[config.mk]
export PLATFORM = sky130hd
export DESIGN_NAME = fetch_unit_flat
export DESIGN_NICKNAME = d
export VERILOG_FILES = /design/src/rtl/cpu_types_pkg.sv /design/src/rtl/fetch_unit_if.sv /design/src/rtl/fetch_unit_skid_buf.sv /design/src/rtl/fetch_unit.sv /design/src/flat_wrapper.sv
export SDC_FILE = /design/constraint.sdc
export NUM_CORES = 1
export LEC_CHECK = 0
export CAP_MARGIN = 25
export CORE_UTILIZATION = 45
export DETAILED_ROUTE_END_ITERATION = 16
export GPL_ROUTABILITY_DRIVEN = 0
export HOLD_SLACK_MARGIN = 0.03
export PLACE_DENSITY = 0.74
export SLEW_MARGIN = 15
export SYNTH_ARGS = -nofsm -noshare
export SYNTH_HDL_FRONTEND = slang
export SYNTH_HIERARCHICAL = 1
export SYNTH_SLANG_ARGS = --single-unit
export TNS_END_PERCENT = 20
[constraint.sdc]
create_clock -name CLK -period 2.5 [get_ports CLK]
set_input_delay 0.375 -clock CLK [delete_from_list [all_inputs] [get_ports CLK]]
set_output_delay 0.375 -clock CLK [all_outputs]
set_load 0.01 [all_outputs]
[src/rtl/cpu_types_pkg.sv]
// Shared CPU types: machine word, fetch FSM states and the IF/ID record.
package cpu_types_pkg;

  typedef logic [31:0] word_t;

  localparam word_t PC_INIT_DEFAULT = 32'h0000_0000;

  typedef enum logic [1:0] {
    FETCH  = 2'd0,
    HOLD   = 2'd1,
    HALTED = 2'd2
  } fetch_state_t;

  // IF/ID pipeline record, also consumed by decode
  typedef struct packed {
    logic  valid;
    word_t instr;
    word_t npc;
  } ifid_t;

endpackage

[src/rtl/fetch_unit_if.sv]
// Instruction cache request/response bundle between fetch and icache.
interface fetch_unit_if;
  import cpu_types_pkg::*;

  logic  iREN;
  word_t iaddr;
  logic  ihit;
  word_t iload;

  modport master (output iREN, iaddr, input ihit, iload);
  modport slave  (input iREN, iaddr, output ihit, iload);
endinterface

[src/rtl/fetch_unit_skid_buf.sv]
// One-entry holding register for an instruction that returns while decode stalls.
module fetch_skid_buf
  import cpu_types_pkg::*;
(
  input  logic  CLK,
  input  logic  nRST,
  input  logic  load,
  input  logic  clear,
  input  ifid_t d,
  output ifid_t q,
  output logic  full
);

  assign full = q.valid;

  // load wins over clear; the caller never asserts both
  always_ff @(posedge CLK or negedge nRST) begin
    if (!nRST)      q <= '0;
    else if (load)  q <= d;
    else if (clear) q <= '0;
  end

endmodule

[src/rtl/fetch_unit.sv]
// Fetch stage + IF/ID register: PC, icache request, one-deep skid, redirect, halt.
module fetch_unit
  import cpu_types_pkg::*;
#(
  parameter word_t       PC_INIT = PC_INIT_DEFAULT,
  parameter int unsigned PC_STEP = 4
) (
  input  logic  CLK,
  input  logic  nRST,
  fetch_unit_if.master ic,
  input  logic  stall,
  input  logic  redirect,
  input  word_t redirect_pc,
  input  logic  halt_dec,
  output logic  instr_valid,
  output word_t instr,
  output word_t instr_npc,
  output logic  halted
);

  word_t        pc, pc_n, pc_inc;
  fetch_state_t state, state_n;
  ifid_t        ifid, ifid_n;
  logic         halted_n;
  logic         skid_load, skid_clear, skid_full;
  ifid_t        skid_d, skid_q;

  assign pc_inc      = pc + word_t'(PC_STEP);
  assign ic.iREN     = (state == FETCH);
  assign ic.iaddr    = pc;
  assign instr_valid = ifid.valid;
  assign instr       = ifid.instr;
  assign instr_npc   = ifid.npc;
  assign skid_d      = '{valid: 1'b1, instr: ic.iload, npc: pc_inc};

  fetch_skid_buf u_skid (
    .CLK  (CLK),
    .nRST (nRST),
    .load (skid_load),
    .clear(skid_clear),
    .d    (skid_d),
    .q    (skid_q),
    .full (skid_full)
  );

  // next-state: redirect > halt > stall > ihit
  always_comb begin
    pc_n       = pc;
    state_n    = state;
    ifid_n     = ifid;
    halted_n   = halted;
    skid_load  = 1'b0;
    skid_clear = 1'b0;
    if (state != HALTED) begin
      if (redirect) begin
        // wrong-path HALT and any returning word are dropped
        pc_n         = redirect_pc;
        ifid_n.valid = 1'b0;
        skid_clear   = 1'b1;
        state_n      = FETCH;
      end else if (halt_dec && ifid.valid) begin
        state_n      = HALTED;
        halted_n     = 1'b1;
        ifid_n.valid = 1'b0;
        skid_clear   = 1'b1;
      end else if (state == HOLD) begin
        if (!stall && skid_full) begin
          ifid_n     = skid_q;
          skid_clear = 1'b1;
          state_n    = FETCH;
        end
      end else if (stall) begin
        // early return while decode is stalled: park it, stop requesting
        if (ic.ihit) begin
          skid_load = 1'b1;
          pc_n      = pc_inc;
          state_n   = HOLD;
        end
      end else if (ic.ihit) begin
        ifid_n = '{valid: 1'b1, instr: ic.iload, npc: pc_inc};
        pc_n   = pc_inc;
      end else begin
        ifid_n.valid = 1'b0;
      end
    end
  end

  // pc, FSM state, IF/ID and sticky halt
  always_ff @(posedge CLK or negedge nRST) begin
    if (!nRST) begin
      pc     <= PC_INIT;
      state  <= FETCH;
      ifid   <= '0;
      halted <= 1'b0;
    end else begin
      pc     <= pc_n;
      state  <= state_n;
      ifid   <= ifid_n;
      halted <= halted_n;
    end
  end

endmodule

[src/flat_wrapper.sv]
// flat-port wrapper written by rule: the top's interface ports become plain ports
module fetch_unit_flat import cpu_types_pkg::*;
#(
  parameter word_t       PC_INIT = PC_INIT_DEFAULT,
  parameter int unsigned PC_STEP = 4
)
  (CLK, nRST, stall, redirect, redirect_pc, halt_dec, instr_valid, instr, instr_npc, halted, ic_iREN, ic_iaddr, ic_ihit, ic_iload);
  fetch_unit_if ic_i ();
  input  logic CLK;
  input  logic nRST;
  input  logic stall;
  input  logic redirect;
  input  word_t redirect_pc;
  input  logic halt_dec;
  output logic instr_valid;
  output word_t instr;
  output word_t instr_npc;
  output logic halted;
  output wire logic [$bits(ic_i.iREN)-1:0] ic_iREN;
  output wire logic [$bits(ic_i.iaddr)-1:0] ic_iaddr;
  input wire logic [$bits(ic_i.ihit)-1:0] ic_ihit;
  input wire logic [$bits(ic_i.iload)-1:0] ic_iload;
  assign ic_iREN = ic_i.iREN;
  assign ic_iaddr = ic_i.iaddr;
  assign ic_i.ihit = ic_ihit;
  assign ic_i.iload = ic_iload;
  fetch_unit #(.PC_INIT(PC_INIT), .PC_STEP(PC_STEP)) u_core (.CLK(CLK), .nRST(nRST), .ic(ic_i), .stall(stall), .redirect(redirect), .redirect_pc(redirect_pc), .halt_dec(halt_dec), .instr_valid(instr_valid), .instr(instr), .instr_npc(instr_npc), .halted(halted));
endmodule
==> results.cfg, run 1 <==
[synth]
synth.distinct_cells = 58
synth.top_cell.area_share = 0.519
synth_async_sr_flop_share = 1.00
postSynth.topFlopCell = dfrtp_1
synth_largest_area_cell = dfrtp_1
synth.ff_latch_count = 165
synthesis.yosys.warnings = 6
mean_instance_size_in_the_synthesized_netlist_um2 = 9.68
synthesis.instances = 822
ys_seq_area_frac = 0.519
synth_fp_nets = 893
synth_enable_flop_cells = 0
synthesis.area_mm2 = 0.00795
yosys-top-cells-area = dfrtp_1 (52%), a22o_1 (7.3%), nand2_1 (5.4%)

[run]
maxCapViolCount = 0

[clock_network]
postCtsHoldBufs = 1
cts_root_buffer = clkbuf_16
clock-sinks = 165
tritoncts_clock_tree = done
cts_post_setup_buffers_inserted = 0
cts_made_buffers = 17
clock_input_transition_at_the_sequential_cells_of_the_worst_setup_and_hold_paths_ns = 0.07
worstSkewPairLatency_ns = 0.43
clockBufferDepth = 2
htree_levels = 4
postCtsResizedCells = 0

[power_and_ir_drop]
power.ir.vdd_worst_uv = 633
power.static_leakage_uw = 0.00456
power_density_mw_per_mm2 = 1200

[worst_setup_path]
crit_path_start_kind = register
critical_path_peak_fanout = 10
critPathKind = register to register
crit_arrival_ns = 2.66
data_required_critical_path_ns = 2.86
timing.critical_path.to_type = register

[sta]
rsz0062_at_grt = no
final.setup.worst_slack_ns = 0.205
period_minus_slack_ns = 2.30
setup_viol = 0
max_freq_mhz = 436
worst-slew-pin-transition_ns = 0.692
timing.slew.headroom = 0.538
final.period_utilization = 0.918
drv_slew = 0
clock-skew-final_ns = 0.00789
final.setup.tns_ns = 0
endpoints_failing_hold = 0

[finish]
count_of_placed_standard_cells_in_the_final_layout_fillers_left_out = 1215
core_utilization_of_the_finished_layout = 0.609
fin_area_mm2 = 0.0105
layout-area-overhead-vs-synth_pct = 32.5
nets = 1048
layout-drive-gt1-share = 0.0889
antenna_cells_inserted = 0

[detailed_routing]
finalWirelength_mm = 22.0
route.top_layer_used = met4
wl_met3_mm = 1.38
drt_first_pass_iters = 5
m1WireLength_mm = 9.95
vias = 6961
detailedRoute.firstIterationViolations = 569
route.antenna.remaining_nets = 0
post_drt_via_cell_ratio = 5.73
drt-wirelength-per-cell_um = 18.1
met2RoutedLength_mm = 10.3
number_of_remaining_drc_errors = 0

[floorplanning]
coreArea_mm2 = 0.0173
die_h_um = 135
io_pins = 169
die_w_um = 135
std_cell_rows = 48
die-area_mm2 = 0.0182
start_util = 0.460

[grt]
grt_overflow_total = 0
global_route.usage.total = 0.253
via_count_of_the_first_global_routing_pass = 6876
largest_net_degree_at_the_start_of_global_routing = 65
grt_pass1_wl_mm = 35.9
grt_antenna_before_repair = 0

[status]
run_status = complete, no violations

[placement]
port-buffer-count = 168
placed_instance_area_mm2 = 0.00993
detailed_place_hpwl_mm = 14.7
dpl_worst_slack_ns = -0.0675
place.detailed.instances = 1182

[worst_hold_path]
hold_path.class = input pin to register
==> placed cells by master (no fill, tap or decap), types with 13 or more instances in the layout <==
cell type	instances
and3_1	15
a21oi_1	21
mux2i_1	13
buf_4	32
xnor2_1	15
nand4_1	18
a22o_1	66
clkbuf_16	17
nand2_1	114
dfrtp_1	165
nand3_1	34
inv_1	13
a31oi_1	37
clkdlybuf4s50_1	166
nor2_1	71
o21ai_0	46
==> worst max-delay path, stage by stage, from the launching register on <==
cell and delay (ns):
dfrtp_1 0.51, nand4_1 0.24, nor2_1 0.51, nand4b_1 0.33
or4_1 0.54, nand3_1 0.10
==> area by class of cell <==
class | count | area [um^2]
inverters | 13 | 48.8
fillers | 1502 | 6760
flip-flops and latches | 165 | 4130
well taps | 225 | 282
clock inverters | 15 | 170
clock buffers | 17 | 425
multi-input cells | 575 | 3470
repair buffers | 205 | 2010
==> logic make-up after synthesis <==
kind of cell | after synthesis | share of synthesized area
AOI/OAI and AO/OA | 219 | 0.193
xor gates and xnor gates | 25 | 0.0275
adders and majority gates | 1 | 0.00157
buffers and inverters | 82 | 0.0488
DFF | 165 | 0.519
muxes | 15 | 0.0192
other | 1 | 0.000471
and+or+nand+nor | 314 | 0.190
==> sequential cells by signal, indices dropped and copies added (netlist names) <==
| signal | count |
|---|---|
| u_core/u_skid/full | 1 |
| u_core/instr_valid | 1 |
| u_core/instr | 32 |
| u_core/u_skid/q | 64 |
| u_core/ic.iaddr | 32 |
| u_core/instr_npc | 32 |
| u_core/state | 2 |
| u_core/halted | 1 |
==> path summary, 6_finish.rpt <==
kind / start / slack [ns] / depth (start not counted) / to
worst max-delay path: u_core/ic.iaddr[4] / 0.20 / 5 / u_core/ic.iaddr[31]
worst min-delay path: redirect / 0.23 / 2 / u_core/state[1]
worst max register to register: u_core/ic.iaddr[4] / 0.20 / 5 / u_core/ic.iaddr[31]
worst min register to register: u_core/halted / 0.48 / 1 / u_core/halted
max in group asynchronous: nRST / 1.24 / 3 / u_core/u_skid/q[25]
min in group asynchronous: nRST / 0.49 / 2 / u_core/instr[16]
==> metal layers <==
layer,vias up,global-route usage
met1,3422,0.339
met4,0,0.0899
met3,25,0.0495
met5,-,0
met2,240,0.410
li1,3274,-
==> power breakdown <==
group | switching (uW) | total [uW] | internal (uW)
registers | 975 | 4760 | 3780
clock network | 1140 | 2640 | 1500
logic | 2590 | 5260 | 2670
==> cell usage after synthesis, types with 3 or more instances <==
cell,n
o31ai_1,3
a221o_1,3
o211ai_1,9
mux2i_1,13
nor3_1,11
nand4_1,18
a22oi_1,7
nor2_1,72
o22ai_1,3
buf_2,18
buf_6,6
and3_1,15
dfrtp_1,165
or4_1,12
nand3_1,34
o21ai_0,46
clkbuf_1,39
inv_1,13
nor4_1,7
nor2b_1,5
buf_4,3
nand2_1,114
a21oi_1,22
or2_2,6
a31oi_1,37
xor2_1,10
xnor2_1,15
o2bb2ai_1,8
a22o_1,66
and2_1,5
==> stage by stage <==
step | hold slack [ns] | total power [uW]
4_1_cts | 0.216 | 12700
2_1_floorplan | 0.0794 | 7430
5_1_grt | 0.246 | 13500
6_report | 0.227 | 12700
3_3_place_gp | 0.400 | 9900
3_5_place_dp | 0.403 | 10000
No activity file was read; power rests on OpenSTA's default activity.
==> run 2: changes to the inputs <==
--- a/config.mk
+++ b/config.mk
@@ -14,6 +14,5 @@
 export SLEW_MARGIN = 15
 export SYNTH_ARGS = -nofsm -noshare
 export SYNTH_HDL_FRONTEND = slang
-export SYNTH_HIERARCHICAL = 1
 export SYNTH_SLANG_ARGS = --single-unit
 export TNS_END_PERCENT = 20
==> run 2 against run 1 <==
  * Flip-flop and latch count is the same
  * Die area is 2.1% lower
  * Global-route usage down 0.27 points
  * Via count down 1.0%
  * Non-clock buffer count increased by 8
  * Core utilization grew 1.9 points
  * Clock skew is 0.0025 ns higher
  * Sequential power decreased by 25%
  * Critical path type unchanged
  * Largest power group is now sequential cells
  * Final area barely moved
  * Highest routed layer unchanged
  * Register-to-register slack improved by 0.07 ns
  * Fmax rose by 3.1%
  * Power fell by 30%
==> results.cfg, run 2 <==
[finish]
antenna_cells_inserted = 0
fin_area_mm2 = 0.0105
max_flop_register = u_core.u_skid.q
layout-area-overhead-vs-synth_pct = 35.3
largest_reg_flops = 64
mostFrequentLayoutCells = clkdlybuf4s50_1 (166), dfrtp_1 (165), nand2_1 (123), nor2_1 (79), o21ai_0 (55)
layout-drive-gt1-share = 0.0959
layout.cells.most_common = clkdlybuf4s50_1
nets = 1049

[synth]
synthesis.yosys.warnings = 0
mean_instance_size_in_the_synthesized_netlist_um2 = 9.59
ys_seq_area_frac = 0.530
synth_async_sr_flop_share = 1.00
yosys-top-cells-area = dfrtp_1 (53%), nand2_1 (5.9%), a22o_1 (5.1%)
synthesis.area_mm2 = 0.00778
synth_enable_flop_cells = 0
synth_largest_area_cell = dfrtp_1
synthesis.instances = 812
synthTopCellsByCount = dfrtp_1 (165), nand2_1 (123), nor2_1 (80), o21ai_0 (55), a31oi_1 (47)
synth_most_common_cell = dfrtp_1
synth_fp_nets = 883
postSynth.topFlopCell = dfrtp_1
synth.ff_latch_count = 165
synth.distinct_cells = 55
synth.top_cell.area_share = 0.530

[worst_setup_path]
worst_path_max_stage_delay_ns = 0.60
r2r_slack_ns = 0.27
crit_arrival_ns = 2.53
critical_path_buf_inv_count = 0
worst_path_max_delay_cell = nor2_1
critPathKind = register to register
path_delay_family = simple AND/OR/NAND/NOR gates
crit_path_start_kind = register
timing.critical_path.to_type = register
critical_path.cell_chain = nand3_1 > nor2_1 > nand4_1 > xor2_1 > o21ai_0
critical_path_peak_fanout = 11
worstRegToRegCells = 5
reg2reg_from = u_core.ic.iaddr[18]
data_required_critical_path_ns = 2.80
worst_r2r_endpoint = u_core.instr_npc[22]

[sta]
setup_viol = 0
final.setup.worst_slack_ns = 0.273
final.setup.tns_ns = 0
period_minus_slack_ns = 2.23
rsz0062_at_grt = no
final.period_utilization = 0.891
timing.slew.headroom = 0.516
worst-slew-pin-transition_ns = 0.727
clock-skew-final_ns = 0.0104
max_freq_mhz = 449
endpoints_failing_hold = 0
drv_slew = 0

[floorplanning]
coreArea_mm2 = 0.0168
io_pins = 169
die-area_mm2 = 0.0178
die_w_um = 134
std_cell_rows = 47
die_h_um = 134
start_util = 0.464

[power_and_ir_drop]
switchingPower_uw = 2860
p_int_uw = 5980
power.static_leakage_uw = 0.00446
power_density_mw_per_mm2 = 839
swShare = 0.323
pwr-share-comb = 0.292
clock_power_share = 0.302
pwr-share-seq = 0.406
power.ir.vdd_worst_uv = 589

[grt]
grt_antenna_before_repair = 0
largest_net_degree_at_the_start_of_global_routing = 72
global_route.usage.total = 0.251
grt_pass1_wl_mm = 34.8
via_count_of_the_first_global_routing_pass = 6382
grt_overflow_total = 0

[run]
maxCapViolCount = 0

[detailed_routing]
detailedRoute.firstIterationViolations = 629
drt_first_pass_iters = 5
route.antenna.remaining_nets = 0
finalWirelength_mm = 21.6
post_drt_via_cell_ratio = 5.69
drt-wirelength-per-cell_um = 17.9
vias = 6891
number_of_remaining_drc_errors = 0

[placement]
detailed_place_hpwl_mm = 14.8
dpl_worst_slack_ns = 0.191
port-buffer-count = 168
placed_instance_area_mm2 = 0.00992

[worst_hold_path]
hold_path.class = input pin to async pin

[clock_network]
postCtsResizedCells = 0
clock_input_transition_at_the_sequential_cells_of_the_worst_setup_and_hold_paths_ns = 0.07
cts_made_buffers = 17
clockBufferDepth = 2
htree_levels = 4
cts_root_buffer = clkbuf_16
tritoncts_clock_tree = done
cts_post_setup_buffers_inserted = 0
worstSkewPairLatency_ns = 0.44
clock-sinks = 165
postCtsHoldBufs = 1

[status]
run_status = complete, no violations
==> run 2: cell count changes after synthesis, sizes merged, moves of 10 or more <==
cell,previous run,this run
a22o,66,45
a31oi,37,47
and3,15,3
mux2i,13,3
nand4,19,8
o2bb2ai,8,20
==> run 2: cell families after synthesis <==
kind of cell,Yosys count,share of synthesized area
xor gates and xnor gates,24,0.0270
AOI/OAI and AO/OA,254,0.226
DFF,165,0.530
muxes,6,0.00820
buffers and inverters,74,0.0394
and+or+nand+nor,288,0.167
adders and majority gates,1,0.00161
==> run 2: worst max-delay path by stage <==
stage	to	cells past startpoint	slack, ns	from
CTS	u_core.instr_npc[25]	5	0.30	u_core.ic.iaddr[9]
finish	u_core.instr_npc[22]	5	0.27	u_core.ic.iaddr[18]
detailed placement	u_core.instr_npc[8]	8	0.19	halt_dec
floorplan	u_core.u_skid.q[26]	7	0.39	u_core.ic.iaddr[7]
global placement	u_core.instr_npc[26]	7	0.22	halt_dec
global route	u_core.instr_npc[22]	7	0.09	u_core.ic.iaddr[3]
==> run 2: area by class of cell <==
cell class / count / area [um^2]
clock buffer: 17 / 425
clock inverter: 15 / 181
fill: 1390 / 6230
inverter: 8 / 30.0
multi-input combinational: 573 / 3390
sequential: 165 / 4130
tap: 220 / 275
timing repair buffer: 213 / 2110
==> run 2: metal layers <==
| layer | up-vias | wire length (um) | global-route usage |
|---|---|---|---|
| li1 | 3289 | - | - |
| met2 | 228 | 9890 | 0.371 |
| met5 | - | 0 | 0 |
| met4 | 0 | 332 | 0.0795 |
| met3 | 26 | 1290 | 0.0426 |
| met1 | 3348 | 10100 | 0.374 |
==> run 2: metrics by stage <==
step / util / hold slack [ns] / instances / total power, uW
4_1_cts: 0.628 / 0.423 / 1211 / 8890
6_report: 0.628 / 0.432 / 1211 / 8830
2_1_floorplan: - / 0.0794 / 812 / 4700
5_1_grt: 0.628 / 0.443 / 1211 / 9240
3_5_place_dp: 0.592 / 0.346 / 1178 / 6220
3_3_place_gp: 0.592 / 0.345 / 1178 / 6170
==> run 2: power by group through the flow <==
stage,logic (uW),clock network (uW),registers (uW)
4_1_cts,2600,2700,3590
2_1_floorplan,946,0,3750
6_report,2580,2660,3590
3_5_place_dp,2590,0,3630
5_1_grt,2790,2800,3650
3_3_place_gp,2550,0,3620
==> run 2: worst reg2reg max path: cells and delay by family, from the launching register on <==
family	cells	cell delay, ns
AOI/OAI and AO/OA	1	0.15
DFF	1	0.45
and+or+nand+nor	3	1.11
xor gates and xnor gates	1	0.38
